[config.mk]
export PLATFORM = sky130hd
export DESIGN_NAME = uart_rx_core_flat
export DESIGN_NICKNAME = d
export VERILOG_FILES = /design/src/rtl/uart_pkg.sv /design/src/rtl/uart_rx_core_if.sv /design/src/rtl/uart_sync.sv /design/src/rtl/uart_rx_core.sv /design/src/flat_wrapper.sv
export SDC_FILE = /design/constraint.sdc
export NUM_CORES = 1
export LEC_CHECK = 0
export CORE_ASPECT_RATIO = 1.75
export CORE_MARGIN = 3
export CORE_UTILIZATION = 64
export CTS_CLUSTER_DIAMETER = 50
export DETAILED_ROUTE_END_ITERATION = 16
export PLACE_DENSITY = 0.88
export REMOVE_ABC_BUFFERS = 1
export SLEW_MARGIN = 15
export SYNTH_ARGS = -nofsm -noshare
export SYNTH_HDL_FRONTEND = slang
export SYNTH_HIERARCHICAL = 1
export SYNTH_SLANG_ARGS = --single-unit
[constraint.sdc]
create_clock -name clock -period 8.05 [get_ports clock]
set_input_delay 1.61 -clock clock [delete_from_list [all_inputs] [get_ports clock]]
set_output_delay 1.61 -clock clock [all_outputs]
set_load 0.02 [all_outputs]
[src/rtl/uart_pkg.sv]
// rtl/uart_pkg.sv - shared UART receiver types and constants
package uart_pkg;

    localparam int UART_DIV_W = 24;
    localparam logic [UART_DIV_W-1:0] UART_DIV_MIN = 24'd2;

    typedef enum logic [2:0] {
        IDLE       = 3'd0,
        START      = 3'd1,
        DATA       = 3'd2,
        PARITY     = 3'd3,
        STOP       = 3'd4,
        BREAK_WAIT = 3'd5
    } uart_state_e;

    // Divisors below the minimum cannot place a half-bit sample point, so clamp them.
    function automatic logic [UART_DIV_W-1:0] uart_eff_div(input logic [UART_DIV_W-1:0] i_div);
        return (i_div < UART_DIV_MIN) ? UART_DIV_MIN : i_div;
    endfunction

endpackage

[src/rtl/uart_rx_core_if.sv]
// rtl/uart_rx_core_if.sv - received-byte valid/ready stream with frame status flags
// o_break exists only when UART_RX_BREAK_DET_EN is defined.
interface uart_rx_core_if #(
    parameter int P_DATA_BITS = 8
);
    logic [P_DATA_BITS-1:0] o_data;
    logic                   o_valid;
    logic                   i_ready;
    logic                   o_frame_err;
    logic                   o_parity_err;
    logic                   o_overrun;
`ifdef UART_RX_BREAK_DET_EN
    logic                   o_break;
`endif

    modport master (
        output o_data,
        output o_valid,
        input  i_ready,
        output o_frame_err,
        output o_parity_err,
`ifdef UART_RX_BREAK_DET_EN
        output o_break,
`endif
        output o_overrun
    );

    modport slave (
        input  o_data,
        input  o_valid,
        output i_ready,
        input  o_frame_err,
        input  o_parity_err,
`ifdef UART_RX_BREAK_DET_EN
        input  o_break,
`endif
        input  o_overrun
    );

endinterface

[src/rtl/uart_sync.sv]
// rtl/uart_sync.sv - N-stage synchronizer for an async input, resets to 1 (idle line)
module uart_sync #(
    parameter int P_STAGES = 2
) (
    input  logic clock,
    input  logic reset,
    input  logic i_d,
    output logic o_q
);

    logic [P_STAGES-1:0] r_sync;

    // Shift the async input through the flop chain; the last stage is safe to use.
    always_ff @(posedge clock or negedge reset) begin
        if (!reset) begin
            r_sync <= '1;
        end else begin
            r_sync <= {r_sync[P_STAGES-2:0], i_d};
        end
    end

    assign o_q = r_sync[P_STAGES-1];

endmodule

[src/rtl/uart_rx_core.sv]
// rtl/uart_rx_core.sv - oversampling UART receiver, centre-sampled bits, optional break detect via UART_RX_BREAK_DET_EN
module uart_rx_core
    import uart_pkg::*;
#(
    parameter int P_DATA_BITS   = 8,
    parameter int P_SYNC_STAGES = 2
) (
    input  logic                  clock,
    input  logic                  reset,
    input  logic [UART_DIV_W-1:0] i_div_num,
    input  logic                  i_parity_en,
    input  logic                  i_parity_odd,
    input  logic                  i_rx,
    output logic                  o_busy,
    uart_rx_core_if.master        rx_if
);

    logic                   w_rx_s;
    logic                   r_rx_prev;
    logic                   w_fall;

    uart_state_e            r_state;
    uart_state_e            w_next;

    logic [UART_DIV_W-1:0]  r_div;
    logic [UART_DIV_W-1:0]  r_cnt;
    logic [UART_DIV_W-1:0]  w_half;
    logic                   w_half_hit;
    logic                   w_bit_end;

    logic                   w_latch;
    logic                   w_start_ok;
    logic                   w_data_smp;
    logic                   w_par_smp;
    logic                   w_stop_smp;

    logic [P_DATA_BITS-1:0] r_shift;
    logic [3:0]             r_bit_idx;
    logic                   r_par_err;

    logic                   w_deliver;
    logic                   w_load;
    logic                   w_drop;

    logic [P_DATA_BITS-1:0] r_data;
    logic                   r_valid;
    logic                   r_frame_err;
    logic                   r_parity_err;
    logic                   r_overrun;

    uart_sync #(
        .P_STAGES (P_SYNC_STAGES)
    ) u_sync (
        .clock (clock),
        .reset (reset),
        .i_d   (i_rx),
        .o_q   (w_rx_s)
    );

    // Remember the previous synced level to detect the start-bit falling edge.
    always_ff @(posedge clock or negedge reset) begin
        if (!reset) begin
            r_rx_prev <= 1'b1;
        end else begin
            r_rx_prev <= w_rx_s;
        end
    end

    assign w_fall     = r_rx_prev & ~w_rx_s;
    assign w_half     = r_div >> 1;
    assign w_half_hit = (r_cnt == (w_half - 24'd1));
    assign w_bit_end  = (r_cnt == (r_div - 24'd1));

    // FSM state register.
    always_ff @(posedge clock or negedge reset) begin
        if (!reset) begin
            r_state <= IDLE;
        end else begin
            r_state <= w_next;
        end
    end

    // Next-state and sample strobes: start checked at half-bit, later bits at end of period.
    always_comb begin
        w_next     = r_state;
        w_latch    = 1'b0;
        w_start_ok = 1'b0;
        w_data_smp = 1'b0;
        w_par_smp  = 1'b0;
        w_stop_smp = 1'b0;
        case (r_state)
            IDLE: begin
                if (w_fall) begin
                    w_latch = 1'b1;
                    w_next  = START;
                end
            end
            START: begin
                if (w_half_hit) begin
                    if (w_rx_s) begin
                        w_next = IDLE;
                    end else begin
                        w_start_ok = 1'b1;
                        w_next     = DATA;
                    end
                end
            end
            DATA: begin
                if (w_bit_end) begin
                    w_data_smp = 1'b1;
                    if (r_bit_idx == 4'(P_DATA_BITS - 1)) begin
                        w_next = i_parity_en ? PARITY : STOP;
                    end
                end
            end
            PARITY: begin
                if (w_bit_end) begin
                    w_par_smp = 1'b1;
                    w_next    = STOP;
                end
            end
            STOP: begin
                if (w_bit_end) begin
                    w_stop_smp = 1'b1;
                    w_next     = w_rx_s ? IDLE : BREAK_WAIT;
                end
            end
            BREAK_WAIT: begin
                if (w_rx_s) begin
                    w_next = IDLE;
                end
            end
            default: w_next = IDLE;
        endcase
    end

    // Latch the divisor on the start edge and run the per-bit clock counter.
    always_ff @(posedge clock or negedge reset) begin
        if (!reset) begin
            r_div <= UART_DIV_MIN;
            r_cnt <= '0;
        end else if (w_latch) begin
            r_div <= uart_eff_div(i_div_num);
            r_cnt <= '0;
        end else if (w_start_ok) begin
            r_cnt <= '0;
        end else if (r_state == START || r_state == DATA ||
                     r_state == PARITY || r_state == STOP) begin
            r_cnt <= w_bit_end ? '0 : (r_cnt + 24'd1);
        end
    end

    // Shift data in LSB first and evaluate parity against the received data.
    always_ff @(posedge clock or negedge reset) begin
        if (!reset) begin
            r_shift   <= '0;
            r_bit_idx <= '0;
            r_par_err <= 1'b0;
        end else if (w_start_ok) begin
            r_bit_idx <= '0;
            r_par_err <= 1'b0;
        end else if (w_data_smp) begin
            r_shift   <= {w_rx_s, r_shift[P_DATA_BITS-1:1]};
            r_bit_idx <= r_bit_idx + 4'd1;
        end else if (w_par_smp) begin
            r_par_err <= ((^r_shift) ^ w_rx_s) != i_parity_odd;
        end
    end

`ifdef UART_RX_BREAK_DET_EN
    logic r_par_bit;
    logic w_break;
    logic r_break;

    // Keep the received parity bit so an all-zero break frame can be recognised.
    always_ff @(posedge clock or negedge reset) begin
        if (!reset) begin
            r_par_bit <= 1'b0;
        end else if (w_start_ok) begin
            r_par_bit <= 1'b0;
        end else if (w_par_smp) begin
            r_par_bit <= w_rx_s;
        end
    end

    assign w_break   = w_stop_smp & ~w_rx_s & (r_shift == '0) & (~i_parity_en | ~r_par_bit);
    assign w_deliver = w_stop_smp & ~w_break;

    // Break is reported as a pulse instead of a delivered byte.
    always_ff @(posedge clock or negedge reset) begin
        if (!reset) begin
            r_break <= 1'b0;
        end else begin
            r_break <= w_break;
        end
    end

    assign rx_if.o_break = r_break;
`else
    assign w_deliver = w_stop_smp;
`endif

    assign w_load = w_deliver & (~r_valid | rx_if.i_ready);
    assign w_drop = w_deliver & r_valid & ~rx_if.i_ready;

    // Output holding register: load a completed frame if the slot is free, else flag overrun.
    always_ff @(posedge clock or negedge reset) begin
        if (!reset) begin
            r_data       <= '0;
            r_valid      <= 1'b0;
            r_frame_err  <= 1'b0;
            r_parity_err <= 1'b0;
            r_overrun    <= 1'b0;
        end else begin
            r_overrun <= w_drop;
            if (w_load) begin
                r_data       <= r_shift;
                r_frame_err  <= ~w_rx_s;
                r_parity_err <= r_par_err;
                r_valid      <= 1'b1;
            end else if (r_valid && rx_if.i_ready) begin
                r_valid <= 1'b0;
            end
        end
    end

    assign rx_if.o_data       = r_data;
    assign rx_if.o_valid      = r_valid;
    assign rx_if.o_frame_err  = r_frame_err;
    assign rx_if.o_parity_err = r_parity_err;
    assign rx_if.o_overrun    = r_overrun;
    assign o_busy             = (r_state != IDLE);

endmodule

[src/flat_wrapper.sv]
// flat-port wrapper written by rule: the top's interface ports become plain ports
module uart_rx_core_flat import uart_pkg::*;
#(
    parameter int P_DATA_BITS   = 8,
    parameter int P_SYNC_STAGES = 2
)
  (clock, reset, i_div_num, i_parity_en, i_parity_odd, i_rx, o_busy, rx_if_o_data, rx_if_o_valid, rx_if_i_ready, rx_if_o_frame_err, rx_if_o_parity_err, rx_if_o_overrun);
  uart_rx_core_if #(.P_DATA_BITS(P_DATA_BITS)) rx_if_i ();
  input  logic clock;
  input  logic reset;
  input  logic [UART_DIV_W-1:0] i_div_num;
  input  logic i_parity_en;
  input  logic i_parity_odd;
  input  logic i_rx;
  output logic o_busy;
  output wire logic [$bits(rx_if_i.o_data)-1:0] rx_if_o_data;
  output wire logic [$bits(rx_if_i.o_valid)-1:0] rx_if_o_valid;
  input wire logic [$bits(rx_if_i.i_ready)-1:0] rx_if_i_ready;
  output wire logic [$bits(rx_if_i.o_frame_err)-1:0] rx_if_o_frame_err;
  output wire logic [$bits(rx_if_i.o_parity_err)-1:0] rx_if_o_parity_err;
  output wire logic [$bits(rx_if_i.o_overrun)-1:0] rx_if_o_overrun;
  assign rx_if_o_data = rx_if_i.o_data;
  assign rx_if_o_valid = rx_if_i.o_valid;
  assign rx_if_i.i_ready = rx_if_i_ready;
  assign rx_if_o_frame_err = rx_if_i.o_frame_err;
  assign rx_if_o_parity_err = rx_if_i.o_parity_err;
  assign rx_if_o_overrun = rx_if_i.o_overrun;
  uart_rx_core #(.P_DATA_BITS(P_DATA_BITS), .P_SYNC_STAGES(P_SYNC_STAGES)) u_core (.clock(clock), .reset(reset), .i_div_num(i_div_num), .i_parity_en(i_parity_en), .i_parity_odd(i_parity_odd), .i_rx(i_rx), .o_busy(o_busy), .rx_if(rx_if_i));
endmodule
======== Word level (Yosys, flattened, before mapping) ========
Index checks and enable logic that the tools add are counted.
storage, ports and cells
  register bits ........................... 79
  input bits .............................. 30
  output and inout bits ................... 13
  logic and storage cells ................. 91
operators by class
  add/sub/neg operators ................... 4
  order comparisons ....................... 1
  equality and inequality tests ........... 17
  muxes and demuxes ....................... 32
  bitwise logic cells ..................... 10
  reduce and logical (&&, ||, !) cells .... 14
operators with widths
  cell                                                          number
  2-to-1 mux 24 bit                                             5
  == test 24 bit                                                2
  2-to-1 mux 3 bit                                              9
  adder 24 x 1 -> 24 bit (second input constant)                1
  less-than comparator 24 x 2 -> 1 bit (second input constant)  1
  subtractor 23 x 1 -> 24 bit (second input constant)           1
  subtractor 24 x 1 -> 24 bit (second input constant)           1
  one-hot mux 3 bit (6 select lines)                            1
  2-to-1 mux 1 bit                                              14
  inequality test 2 x 1 -> 1 bit (second input constant)        7
  2-to-1 mux 4 bit                                              2
  parity 8 bit                                                  1
  AND reduction 7 bit                                           1
  == test 3 x 2 -> 1 bit (second input constant)                2
  == test 3 bit (second input constant)                         2
  nonzero test 2 bit                                            3
  nonzero test 3 bit                                            2
  adder 4 x 1 -> 4 bit (second input constant)                  1
  bitwise AND 1 bit                                             4
  == test 4 x 3 -> 1 bit (second input constant)                1
  inverter 1 bit                                                4
  AND reduction 2 bit                                           2
  == test 3 x 1 -> 1 bit (second input constant)                1
  logical NOT 3 bit                                             1
  other kinds (7)                                               9

======== Depth between registers and ports, before layout ========
  word-level depth ........................ 7
  mapped depth ............................ 13
  gate-level depth less buffers ........... 10

======== By module ========
The synthesis kept the hierarchy.
by module, submodules not included
  module        instances  cells an instance  area each (um^2)  sequential area each (um^2)
  uart_rx_core  1          589                5202.5            1929.4
  uart_sync     1          2                  52.6              52.6

======== Worst setup path after synthesis ========
Ideal clock, no wire load.
  path kind ............................... flip-flop to flip-flop
  from .................................... reg u_core.r_div[0]
  to ...................................... reg u_core.r_shift[3]
  data arrival time ....................... 3.007 ns
  slack ................................... 4.919 ns
  cell stages (with the launch flop) ...... 12
  path buffers ............................ 2
  clock period less this slack ............ 3.131 ns
  cells stage by stage .................... dfrtp_1 -> inv_1 -> ha_1 -> nor3b_2 -> nand4_1 -> or3_1 -> o31ai_1 -> nor4b_4 -> and4_1 -> buf_4 -> buf_6 -> mux2_2
between the ends
  cells in the longest elaborated chain, start to end .. 5
ends and longest elaborated chain
  element                               line                 text
  start: declaration                    uart_rx_core.sv:25   logic [UART_DIV_W-1:0] r_div;
  start signal: assignment              uart_rx_core.sv:143  r_div <= uart_eff_div(i_div_num);
  subtractor 24 x 1 -> 24 bit           uart_rx_core.sv:72   assign w_bit_end = (r_cnt == (r_div - 24'd1));
  == test 24 bit                        uart_rx_core.sv:72
  2-to-1 mux 1 bit                      uart_rx_core.sv:109  if (w_bit_end) begin
  2-to-1 mux 1 bit                      uart_rx_core.sv:91   case (r_state)
  AND reduction 2 bit (no source line)  -
  end signal: assignment                uart_rx_core.sv:163  r_shift <= {w_rx_s, r_shift[P_DATA_BITS-1:1]};
  end: declaration                      uart_rx_core.sv:37   logic [P_DATA_BITS-1:0] r_shift;
Every way passes these cells.
A chain may end at the register's enable or synchronous reset.

======== Worst setup path in the final report ========
  from .................................... reg u_core.r_div[2]
  to ...................................... reg u_core.r_bit_idx[0]
between the ends
  cells in the longest elaborated chain, start to end .. 5
ends and longest elaborated chain
  element                                                                            line                                     text
  subtractor 24 x 1 -> 24 bit / subtractor 23 x 1 -> 24 bit (equally long branches)  uart_rx_core.sv:72, uart_rx_core.sv:71
  == test 24 bit, on equally long branches                                           uart_rx_core.sv:72, uart_rx_core.sv:71
  2-to-1 mux 1 bit, on equally long branches                                         uart_rx_core.sv:109, uart_rx_core.sv:99
  2-to-1 mux 1 bit                                                                   uart_rx_core.sv:91
  nonzero test 2 bit (no source line) / 2-to-1 mux 4 bit (equally long branches)     -
  end signal: assignment                                                             uart_rx_core.sv:164                      r_bit_idx <= r_bit_idx + 4'd1;
  end: declaration                                                                   uart_rx_core.sv:38                       logic [3:0] r_bit_idx;
Several ways; a longest one is shown, not always the timed one.

==> qor.csv <==
stage;metric;value;unit
min_path;Hold Path Class;flip-flop to flip-flop;
finish;multi-input logic area;3050;sq um
finish;Area Overhead vs Synth;12.7;%
flow_run;Max-Cap Viols;0;
global_routing;initial antenna violation count;0;
clock_network;Post-CTS Setup Bufs;0;
worst_setup_path;critical path class;flip-flop to flip-flop;
synth;main combinational cell family by area after synthesis;simple AND/OR/NAND/NOR gates;
floorplanning;Starting Density;66.0;%
clock_network;clk buf depth;2;
synth;top_reg_cell synth;dfrtp_1;
floorplanning;Die W;74.5;um
finish;Ant. Diodes;0;
power;maximum vdd drop;0.000193;V
detailed_routing;WL final;14.3;mm
power;Int Power;1.02;mW
synth;mux contribution to synthesized area;4.45;%
worst_setup_path;Crit path arrival time;4.28;ns
synth;Post-Syn Area;5260;sq um
power;PwrDens;303;nW/um^2
synth;sequential area share after synthesis;37.7;%
synth;warning count from the yosys run;6;
detailed_routing;DR pass1 iterations;5;
worst_setup_path;WP data required;8.27;ns
synth;Adder-Cell Fraction of Synth Area;0.952;%
place;I/O Buffers;42;
power;Sw Share;43.1;%
floorplanning;core footprint;7960;sq um
synth;Syn Inst Count;591;
place;detailed placement HPWL;10.7;mm
detailed_routing;detailed-route via count;4603;
power;leakage;2.51;nW
global_routing;global-route wire length before repair;23.2;mm
sta;Final setup viols;0;
synth;Seq cells post-synth;79;
synth;simple-gate share of the synthesized area;28.3;%
clock_network;Worst-path clk slew;0.06;ns
min_path;Hold EP;u_core/u_sync/r_sync[1];
clock_network;CTS tree;done;
sta;skew final;0.0118;ns
detailed_routing;Iter 0 DRT Violations;438;
clock_network;H-Tree Depth;3;
power;clock power share;23.0;%
sta;Final min period;4.06;ns
global_routing;total grt overflow;0;
worst_setup_path;Setup crit end kind;flip-flop;
finish;share of post-route cells with drive strength above 1;10.2;%
clock_network;CTS Buf Count;9;
sta;Final WS setup;3.99;ns
worst_setup_path;reg-to-reg critical path startpoint;u_core/r_div[2];
min_path;Hold Path Depth;0;
place;routability cong.;0.972;
clock_network;Num Clock Sinks;79;
worst_setup_path;reg-to-reg endpoint;u_core/r_bit_idx[0];
worst_setup_path;worst-path fanout max;14;
floorplanning;die extent in y;126;um
min_path;hold_sp;u_core/u_sync/r_sync[0];
synth;Post-synth EDFFs;0;
floorplanning;num ports;43;
global_routing;via count of the first global-routing pass;4653;
floorplanning;row cnt;43;
worst_setup_path;worst reg2reg setup slack;3.99;ns
power;Net Switching;0.774;mW
sta;final hold vios;0;
detailed_routing;drc violations;0;
synth;Avg Inst Size Synth;8.89;sq um
global_routing;largest net degree at the start of global routing;80;
sta;max frequency;246;MHz
sta;Slew HR;33.9;%
power;combinational share of power;37.9;%
power;Tot Pwr;1.80;mW
synth;post-synthesis compound-gate area fraction;10.3;%
synth;asr flop ratio synth;100;%
clock_network;number of gates resized after CTS;0;
floorplanning;DIE AREA;9380;sq um
clock_network;CTS Hold Bufs;0;
power;Flop pwr share;39.1;%
clock_network;clock latency on the worst-skew pair;0.34;ns
synth;Post-Synth XOR/XNOR Area;14.0;%
detailed_routing;DR WL/cell;20.4;um
global_routing;Global Route Usage Sum;32.5;%
sta;Slew @ Worst Pin;0.992;ns
sta;Fin Setup TNS;0;ns
clock_network;Root Driver;clkbuf_16;
synth;Synth cell types;69;
worst_setup_path;r2r worst-path depth;10;
finish;# nets final;639;
sta;Final Cycle Share;50.4;%
sta;RSZ-0062 raised after global routing;no;
detailed_routing;Vias/cell;6.58;
outcome;outcome;finished, final reports clean;
finish;Reg area;1980;sq um
sta;Slew Limit Fails;0;
worst_setup_path;Startpoint Class;flip-flop;
detailed_routing;Final ANT Viol Nets;0;
finish;fillers;555;
place;Setup Slack @ Placement;4.11;ns
Yosys cell counts (2+ instances only):
| cell type | number | area (sq um) |
|---|---|---|
| a211oi_1 | 5 | 37.5 |
| a21o_1 | 2 | 15.0 |
| a21oi_1 | 21 | 105 |
| a31oi_1 | 5 | 31.3 |
| and2_1 | 3 | 18.8 |
| and3_1 | 16 | 100 |
| and3b_1 | 2 | 17.5 |
| and4_1 | 3 | 26.3 |
| buf_1 | 2 | 7.51 |
| buf_2 | 7 | 35.0 |
| buf_4 | 4 | 30.0 |
| buf_6 | 2 | 22.5 |
| clkbuf_1 | 26 | 97.6 |
| dfrtp_1 | 75 | 1880 |
| dfstp_2 | 4 | 105 |
| ha_1 | 4 | 50.1 |
| inv_1 | 8 | 30.0 |
| mux2_2 | 19 | 214 |
| mux2i_1 | 2 | 20.0 |
| nand2_1 | 97 | 364 |
| nand3_1 | 14 | 70.1 |
| nand3b_1 | 4 | 30.0 |
| nand4_1 | 17 | 106 |
| nor2_1 | 44 | 165 |
| nor2b_1 | 5 | 31.3 |
| nor3_1 | 13 | 65.1 |
| nor3b_1 | 2 | 15.0 |
| nor4_1 | 16 | 100 |
| nor4_4 | 3 | 63.8 |
| nor4b_1 | 3 | 26.3 |
| nor4b_2 | 2 | 30.0 |
| nor4b_4 | 2 | 47.6 |
| o2111a_1 | 2 | 22.5 |
| o2111ai_1 | 2 | 17.5 |
| o211ai_1 | 3 | 22.5 |
| o21ai_0 | 16 | 80.1 |
| o22ai_1 | 2 | 12.5 |
| o311ai_0 | 2 | 17.5 |
| o31ai_1 | 6 | 45.0 |
| or2_2 | 5 | 31.3 |
| or3_1 | 6 | 37.5 |
| or4_1 | 6 | 45.0 |
| xnor2_1 | 50 | 438 |
| xor2_1 | 34 | 298 |
flip-flops by register name (all words and copies together), names as in the netlist:
name and count:
u_core/r_bit_idx 4, u_core/r_cnt 24, u_core/r_div 24, u_core/r_par_err 1, u_core/r_rx_prev 1, u_core/r_shift 8, u_core/r_state 3, u_core/rx_if.o_data 8
u_core/rx_if.o_frame_err 1, u_core/rx_if.o_overrun 1, u_core/rx_if.o_parity_err 1, u_core/rx_if.o_valid 1, u_core/u_sync/r_sync 2
worst max-delay path: stages (launching register included):
cell     delay, ns
dfrtp_1       0.47
inv_1         0.15
ha_1          0.26
nor2b_1       0.52
nand4_1       0.30
nor4_1        0.40
xnor2_1       0.19
nor4b_4       0.56
and4_1        0.66
nor2_1        0.12
mux2_2        0.30
power by group through the flow:
stage	sequential, mW	combinational, mW	clock (mW)
floorplan	0.623	0.512	0
global placement	0.697	0.643	0
detailed placement	0.699	0.660	0
CTS	0.693	0.670	0.421
global route	0.709	0.757	0.438
finish	0.702	0.681	0.413
layer usage:
metal / up-vias / track usage, % / share of wire [%]
met5: - / 0 / 0
li1: 2120 / - / -
met1: 2194 / 34.6 / 35
met3: 77 / 5.91 / 4.3
met4: 0 / 18.2 / 6.1
met2: 212 / 57.7 / 55
area by class of cell:
type | instances | area share (%)
Multi-Input combinational cell | 462 | 51.5
Inverter | 9 | 0.571
Tap cell | 90 | 1.90
Timing Repair Buffer | 44 | 7.31
Sequential cell | 79 | 33.5
Clock inverter | 6 | 1.16
Clock buffer | 10 | 4.04
how the worst max path moves through the flow:
| stage | start | to | slack [ns] | cells past startpoint |
|---|---|---|---|---|
| finish | u_core/r_div[2] | u_core/r_bit_idx[0] | 3.99 | 10 |
| global route | u_core/r_div[2] | u_core/r_bit_idx[0] | 3.74 | 10 |
| CTS | u_core/r_div[2] | u_core/r_bit_idx[0] | 4.09 | 10 |
| detailed placement | u_core/r_div[2] | u_core/r_shift[6] | 4.11 | 9 |
| global placement | u_core/r_div[2] | u_core/r_shift[4] | 4.18 | 9 |
| floorplan | u_core/r_div[0] | u_core/r_shift[0] | 4.84 | 9 |
cell usage in the layout (no fill, tap or decap), types with 4 or more instances in the layout:
cell type	Yosys	final
a211oi_1	5	5
a21oi_1	21	21
a31oi_1	5	5
and3_1	16	16
clkbuf_16	0	9
clkdlybuf4s50_1	0	41
dfrtp_1	75	75
dfstp_2	4	4
ha_1	4	4
inv_1	8	8
mux2_2	19	19
nand2_1	97	97
nand3_1	14	14
nand3b_1	4	4
nand4_1	17	17
nor2_1	44	44
nor2b_1	5	5
nor3_1	13	13
nor4_1	16	16
o21ai_0	16	16
o31ai_1	6	6
or2_2	5	5
or3_1	6	6
or4_1	6	6
xnor2_1	50	50
xor2_1	34	34
kinds of logic after synthesis:
| family | Yosys count |
|---|---|
| AO/OA/AOI/OAI | 81 |
| buffers and inverters | 50 |
| flip-flops | 79 |
| AND/OR/NAND/NOR | 272 |
| adder cells (fa/ha/maj) | 4 |
| XOR/XNOR | 84 |
| multiplexers | 21 |
per-stage QoR:
stage	hold WS (ns)	cell area [sq um]	instances	utilization (%)
after floorplan	0.345	5060	550	-
after global placement	0.347	5610	684	70.5
after detailed placement	0.349	5610	684	70.5
after CTS	0.357	5920	700	74.4
after global routing	0.362	5920	700	74.4
final	0.356	5920	700	74.4
No activity file was read; power rests on OpenSTA's default activity.
